$ cat src/rtl/control_sequencer.sv
// control_sequencer: multi-cycle fetch/decode/execute sequencer for the 32-bit bus datapath.
// Decodes strobes from state plus the instruction latched when IRin fires.
module control_sequencer #(
  parameter int MEM_WAIT_MAX = 255,
  parameter int COUNT_W = 32
) (
  input  logic clk,
  input  logic reset,
  input  logic run,
  input  logic [31:0] ir,
  input  logic mem_ready,
  output logic PCout,
  output logic PCin,
  output logic IncPc,
  output logic MARin,
  output logic MDRin,
  output logic MDRout,
  output logic IRin,
  output logic Yin,
  output logic Zin,
  output logic Zlowout,
  output logic Zhighout,
  output logic HIin,
  output logic LOin,
  output logic Cout,
  output logic [15:0] Rin,
  output logic [15:0] Rout,
  output logic [3:0] control,
  output logic read,
  output logic mem_req,
  output logic mem_we,
  output logic [31:0] c_sext,
  output logic halted,
  output logic fault,
  output logic illegal,
  output logic [COUNT_W-1:0] instr_count
);
  localparam int WW = $clog2(MEM_WAIT_MAX + 1);
  typedef enum logic [3:0] {IDLE, T0, T1, T2, T3, T4, T5, T6, T7, DONE, HALT, FAULT} state_t;
  state_t state, state_n;
  logic [31:0] ir_q;
  logic [WW-1:0] wcnt;
  logic [4:0] op_in, op;
  logic [3:0] ra, rb, rc;
  logic alu, imm, md, ld, st, legal_in, mem_wait, timeout;
  assign op_in = ir[31:27];
  assign op = ir_q[31:27];
  assign ra = ir_q[26:23];
  assign rb = ir_q[22:19];
  assign rc = ir_q[18:15];
  assign alu = op >= 5'd3 && op <= 5'd10;
  assign imm = op >= 5'd11 && op <= 5'd13;
  assign md = op == 5'd14 || op == 5'd15;
  assign ld = op == 5'd0;
  assign st = op == 5'd1;
  assign legal_in = op_in <= 5'd1 || (op_in >= 5'd3 && op_in <= 5'd15) || op_in == 5'd26 || op_in == 5'd27;
  assign mem_wait = state == T1 || (state == T6 && ld) || (state == T7 && st);
  assign timeout = mem_wait && !mem_ready && wcnt == WW'(MEM_WAIT_MAX - 1);
  assign c_sext = {{13{ir_q[18]}}, ir_q[18:0]};
  assign halted = state == HALT;
  assign fault = state == FAULT;
  always_ff @(posedge clk or negedge reset)
    if (!reset) begin
      state <= IDLE;
      ir_q <= '0;
      wcnt <= '0;
      illegal <= 1'b0;
      instr_count <= '0;
    end else begin
      state <= state_n;
      ir_q <= state == T2 ? ir : ir_q;
      wcnt <= state_n != state ? '0 : mem_wait ? wcnt + 1'b1 : wcnt;
      illegal <= state == T2 && !legal_in;
      instr_count <= state == DONE ? instr_count + 1'b1 : instr_count;
    end
  // The opcode is decoded straight off ir in T2, the cycle IR is being loaded.
  always_comb begin
    state_n = state;
    case (state)
      IDLE: state_n = run ? T0 : IDLE;
      T0: state_n = T1;
      T1: state_n = mem_ready ? T2 : T1;
      T2: state_n = op_in == 5'd27 ? HALT : (op_in == 5'd26 || !legal_in) ? DONE : T3;
      T3: state_n = T4;
      T4: state_n = T5;
      T5: state_n = (alu || imm) ? DONE : T6;
      T6: state_n = (ld && !mem_ready) ? T6 : md ? DONE : T7;
      T7: state_n = (st && !mem_ready) ? T7 : DONE;
      DONE: state_n = run ? T0 : IDLE;
      default: state_n = state;
    endcase
    if (timeout) state_n = FAULT;
  end
  always_comb begin
    {PCout, PCin, IncPc, MARin, MDRin, MDRout, IRin, Yin, Zin, Zlowout, Zhighout, HIin, LOin, Cout} = '0;
    Rin = '0;
    Rout = '0;
    control = '0;
    read = 1'b0;
    mem_req = 1'b0;
    mem_we = 1'b0;
    case (state)
      T0: {PCout, MARin, IncPc, Zin} = '1;
      T1: begin
        Zlowout = 1'b1;
        PCin = wcnt == '0;
        read = 1'b1;
        mem_req = 1'b1;
        MDRin = mem_ready;
      end
      T2: {MDRout, IRin} = '1;
      T3: begin
        Yin = 1'b1;
        Rout = 16'b1 << (md ? ra : rb);
      end
      T4: begin
        Zin = 1'b1;
        Cout = imm || ld || st;
        Rout = alu ? 16'b1 << rc : md ? 16'b1 << rb : 16'b0;
        control = alu ? 4'(op - 5'd3) : md ? {3'b100, op[0]} : op == 5'd12 ? 4'd2 : op == 5'd13 ? 4'd3 : 4'd0;
      end
      T5: begin
        Zlowout = 1'b1;
        Rin = (alu || imm) ? 16'b1 << ra : 16'b0;
        LOin = md;
        MARin = ld || st;
      end
      T6: begin
        Zhighout = md;
        HIin = md;
        read = ld;
        mem_req = ld;
        MDRin = ld ? mem_ready : st;
        Rout = st ? 16'b1 << ra : 16'b0;
      end
      T7: begin
        MDRout = ld;
        Rin = ld ? 16'b1 << ra : 16'b0;
        mem_req = st;
        mem_we = st;
      end
      default: ;
    endcase
  end
endmodule

$ cat config.mk
export PLATFORM = sky130hd
export DESIGN_NAME = control_sequencer
export DESIGN_NICKNAME = d
export VERILOG_FILES = /design/src/rtl/control_sequencer.sv
export SDC_FILE = /design/constraint.sdc
export NUM_CORES = 1
export LEC_CHECK = 0
export ABC_AREA = 0
export BUFFER_PORTS_ARGS = -buffer_cell sky130_fd_sc_hd__buf_2
export CAP_MARGIN = 20
export CELL_PAD_IN_SITES_DETAIL_PLACEMENT = 1
export CELL_PAD_IN_SITES_GLOBAL_PLACEMENT = 1
export CORE_ASPECT_RATIO = 0.5
export CORE_MARGIN = 2
export CORE_UTILIZATION = 42
export DETAILED_ROUTE_END_ITERATION = 6
export GPL_ROUTABILITY_DRIVEN = 0
export GPL_TIMING_DRIVEN = 0
export HOLD_SLACK_MARGIN = 0.06
export PLACE_DENSITY_LB_ADDON = 0.1
export SKIP_CTS_REPAIR_TIMING = 1
export SYNTH_ARGS = -nofsm -noshare
export SYNTH_HDL_FRONTEND = slang
export SYNTH_SLANG_ARGS = --single-unit
$ cat constraint.sdc
create_clock -name clk -period 6.4 [get_ports clk]
set_clock_uncertainty 0.05 [all_clocks]
set_input_delay 0.32 -clock clk [delete_from_list [all_inputs] [get_ports clk]]
set_output_delay 0.32 -clock clk [all_outputs]
set_load 0.02 [all_outputs]
# Word-level counts from Yosys, hierarchy flattened
# Index checks and enable logic that the tools add are counted.
# classes
reduce_logical,30
multipliers,0
n_div,0
n_mux,41
n_eq_ne,20
bitwise_logic,0
addsub,3
shift,4
magnitude_cmp,7
# op_table
operator,n
$mux 16,5
$shl 1x4->16 const A,4
$pmux 16 s3,1
$mux 4,9
$pmux 4 s9,1
$add 32x1->32 const B,1
$pmux 16 s2,1
$eq 5x4->1 const B,4
$eq 4x3->1 const B,4
$eq 4x4->1 const B,4
$mux 8,2
$le 5x4->1 const B,3
$mux 1,15
$logic_or 1x1->1,11
$eq 5x5->1 const B,2
$ge 5x2->1 const B,2
$logic_and 1x1->1,10
$add 8x1->8 const B,1
$eq 4x2->1 const B,2
$eq 8x8->1 const B,1
$logic_not 8->1,1
$pmux 1 s2,4
$reduce_or 2->1,3
$eq 5x1->1 const B,1
other kinds (11),13
# totals
ramBits,0
word_cells,110
output_inout_bits,120
register_bits,77
latchBits,0
romBits,0
mem_count,0

# Longest topological paths before layout
# logic_depth
ltp_word,13
ltp_mapped,8
depth_no_buf,7

# Worst setup path after synthesis
# Ideal clock, no wire load.
# synth_path
path_type,reg2out
start,register ir_q[27]
end,output port Rout[4]
path_stages_with_launch,7
arrival_ns,2.286
path_slack_ns,3.744
cell_sequence,dfrtp_1 > ha_1 > a211oi_1 > o32ai_1 > nor3b_1 > a32oi_1 > o221ai_1
# synth_between
elab_chain_len,5
elab_cells_between_ends,13
# synth_rtl
item,line_no,source
"start, declared",41,logic [31:0] ir_q;
"start signal, assigned",71,ir_q <= state == T2 ? ir : ir_q;
branches (longest 4 deep; another with $ge 5x2->1),-,
$pmux 16 s3 *,102,case (state)
"end, declared",27,"output logic [15:0] Rout,"
# Mark *: on every way between the ends.

# Worst setup path in the final report
# layout_path
start,register ir_q[27]
end,output port Rout[1]
# The elaborated chain is that of the path after synthesis.

==> results.yml <==
outcome:
  status: "complete, no violations"
logic_synthesis:
  yosysWarningCount: 0
  syn_avg_cell_area_um2: 9.29
  synth_fp_nets: 589
  async_reset_ff_share_pct: 100
  synth-edff-count: 0
  synth_area_mm2: 0.00506
  ys_ff_latch: 77
  synth_ff_type: "dfrtp_1"
  synth_cell_types: 61
  netlist_instances: 545
  seq_area_frac_synth_pct: 38.0
worst_setup_path:
  path_max_fanout: 8
  critical_path_class: "reg -> out"
  critPathTopFamily: "compound AO/OA/AOI/OAI gates"
  crit_end: "Rout[1]"
  worstSetupStartpointType: "register"
  reg2reg_depth: 7
  worstPathArrival_ns: 3.17
  crit_slowest_cell: "o21ai_0"
  crit_chain: "inv_1 > ha_1 > nor2_1 > or2_2 > clkbuf_1 > nor3b_1 > o21ai_0 > o221ai_1 > buf_2"
  critPathBufInv: 3
  end_kind: "output pin"
  cp.depth: 9
  ff2ff_setup_slack_ns: 3.50
  worst_path_largest_cell_delay_ns: 0.56
  r2r_start: "ir_q[27]"
  crit_start: "ir_q[27]"
  crit_required_ns: 6.03
  worst_r2r_endpoint: "wcnt[7]"
placed_design:
  io_buffers: 155
  place_hpwl_um: 11200
  pre_cts_ws_ns: 3.17
power:
  p_comb_share_pct: 2.7
  power_density_mw_per_mm2: 159
  internal_power_uw: 777
  power_switching_uw: 237
  leakage_uw: 0.00325
  swShare_pct: 23.4
  clkPwrFrac_pct: 49.3
  vdd_drop_max_v: 0.000158
  seqPwrFrac_pct: 48.0
route:
  ant_nets: 0
  first_iter_violations: 178
  wl_per_cell_um: 16.7
  routed_wl_um: 14800
  drc: 0
  viasPerCell: 5.36
  vias: 4743
  firstDrtPassIters: 4
global_routing:
  grt_usage_pct: 22.6
  grt-ovfl-total: 0
  antenna_found_initial: 0
  grt_start_max_net_pins: 59
  grt_pass1_wl_um: 23800
  first_global_vias: 4626
timing:
  finalCritPeriodShare_pct: 55.3
  rsz0062_at_grt: "false"
  slew-limit-headroom_pct: 41.0
  worst_pin_slew_ns: 0.878
  holdWs_ns: 0.146
  finalHoldViolCount: 0
  setup_viol: 0
  period_needed_ns: 3.54
  max_clock_freq_mhz: 283
  slew_viol_final: 0
  fin_setup_tns_ns: 0
  setup_slack_ns: 2.86
floorplanning:
  die_y_um: 81.7
  rows: 28
  pin_count: 156
  core_mm2: 0.0118
  die_x_um: 159
  start_util_pct: 43.0
  die_area_mm2: 0.0130
run:
  cap_violations: 0
finish:
  drive_gt1_share_pct: 35.7
  num-nets-final: 758
  final_cell_mix: "buf_2, dfrtp_1, nor2_1"
  synthToLayoutAreaGrowth_pct: 26.1
  utilization_pct: 54.3
  layout_commonest_cell: "buf_2"
clocking:
  clockRootBuffer: "clkbuf_16"
  cts-buffers-inserted: 9
  htree_num_levels: 3
  clk_pin_slew_ns: 0.06
  insertion_delay_ns: 0.34
  cts_tree: "done"
  clockBufferDepth: 2
  cts.sinks: 77
min_path:
  hp-class: "in -> reg"
  whs_path_depth: 3
[registers in the layout (all words and copies together) (netlist names)]
name,cells
instr_count,32
ir_q,32
wcnt,8
state,4
illegal,1
[cell families after synthesis]
family	share of synthesized area, %
simple gates	23.1
compound gates	14.6
flops	38.0
buf+inv	8.25
xor+xnor	6.74
mux	7.26
fa+ha+maj	1.98
[worst register-to-register path, cell delays in order, from the launching register on]
cell and delay (ns):
dfrtp_1 0.45, inv_1 0.17, ha_1 0.26, or4b_4 0.54, o32ai_4 0.31, o211ai_2 0.23
a21oi_1 0.62, nor4_1 0.12
[layout make-up]
type | count | area (um2)
fillers | 1448 | 5390
well taps | 165 | 206
diodes | 1 | 2.50
repair buffers | 158 | 821
multi-input cells | 392 | 2720
clock inverters | 6 | 52.6
inverters | 15 | 56.3
clock buffers | 10 | 239
flip-flops and latches | 77 | 1930
plain buffers | 61 | 362
[worst min path at each step]
stage                    start         endpoint  slack (ns)
2_1_floorplan            reset          illegal       -0.03
3_3_place_gp   instr_count[31]  instr_count[31]        0.41
3_5_place_dp             reset   instr_count[7]        0.17
4_1_cts                  reset   instr_count[7]       -0.19
5_1_grt                 ir[21]         ir_q[21]        0.16
6_report                ir[15]         ir_q[15]        0.15
[per-layer routing]
metal  wire [um]  share of wire, %  track usage, %  vias to the layer above
met5           0                 0               0                        -
met2        7160                48            41.1                      119
met1        6660                45            28.1                     2329
met4         173               1.2            4.91                        0
li1            -                 -               -                     2278
met3         810               5.5            5.40                       17
[synthesized netlist by cell type (all sizes together) (3+ instances only)]
cell type  number  area share, %
nand2b         13            1.6
o2111ai         4           0.69
xor2           12            2.1
or2             6           0.74
nand2          37            2.7
ha              8            2.0
nor2b           8           0.99
a21oi          12            1.2
xnor2          27            4.7
nand3b          5           0.74
nand4           7           0.86
and4b           3           0.59
o32ai           4            1.1
nor3           21            2.1
mux2           30            6.7
a22oi           3           0.44
nor3b           4           0.82
o21bai          3           0.44
and3           10            1.2
o21ai          17            1.7
o21a            3           0.44
or3             4           0.49
o221ai         10            1.7
o22a            5           0.86
nor2           49            3.6
a211oi          4           0.59
o22ai           5           0.62
a221o           6            1.2
inv            15            1.1
dfrtp          77             38
and2            7           0.86
buf            42            5.7
nand3          21            2.1
nor4            8           0.99
and4            6            1.0
mux2i           3           0.59
clkbuf         19            1.4
[power groups by stage]
stage / Sequential, uW / Clock (uW) / Combinational [uW]
floorplan: 496 / 0 / 2.33
global placement: 496 / 0 / 24.3
detailed placement: 496 / 0 / 27.4
CTS: 486 / 513 / 28.1
global route: 486 / 530 / 30.9
finish: 487 / 500 / 27.5
[through the flow]
stage               instances  total power (uW)  cell area (um2)
floorplan                 545               498             5060
global placement          865               520             6050
detailed placement        866               523             6080
CTS                       882              1030             6370
global route              884              1050             6380
finish                    885              1010             6390
Note: power is estimated with default switching activity, not from simulation.
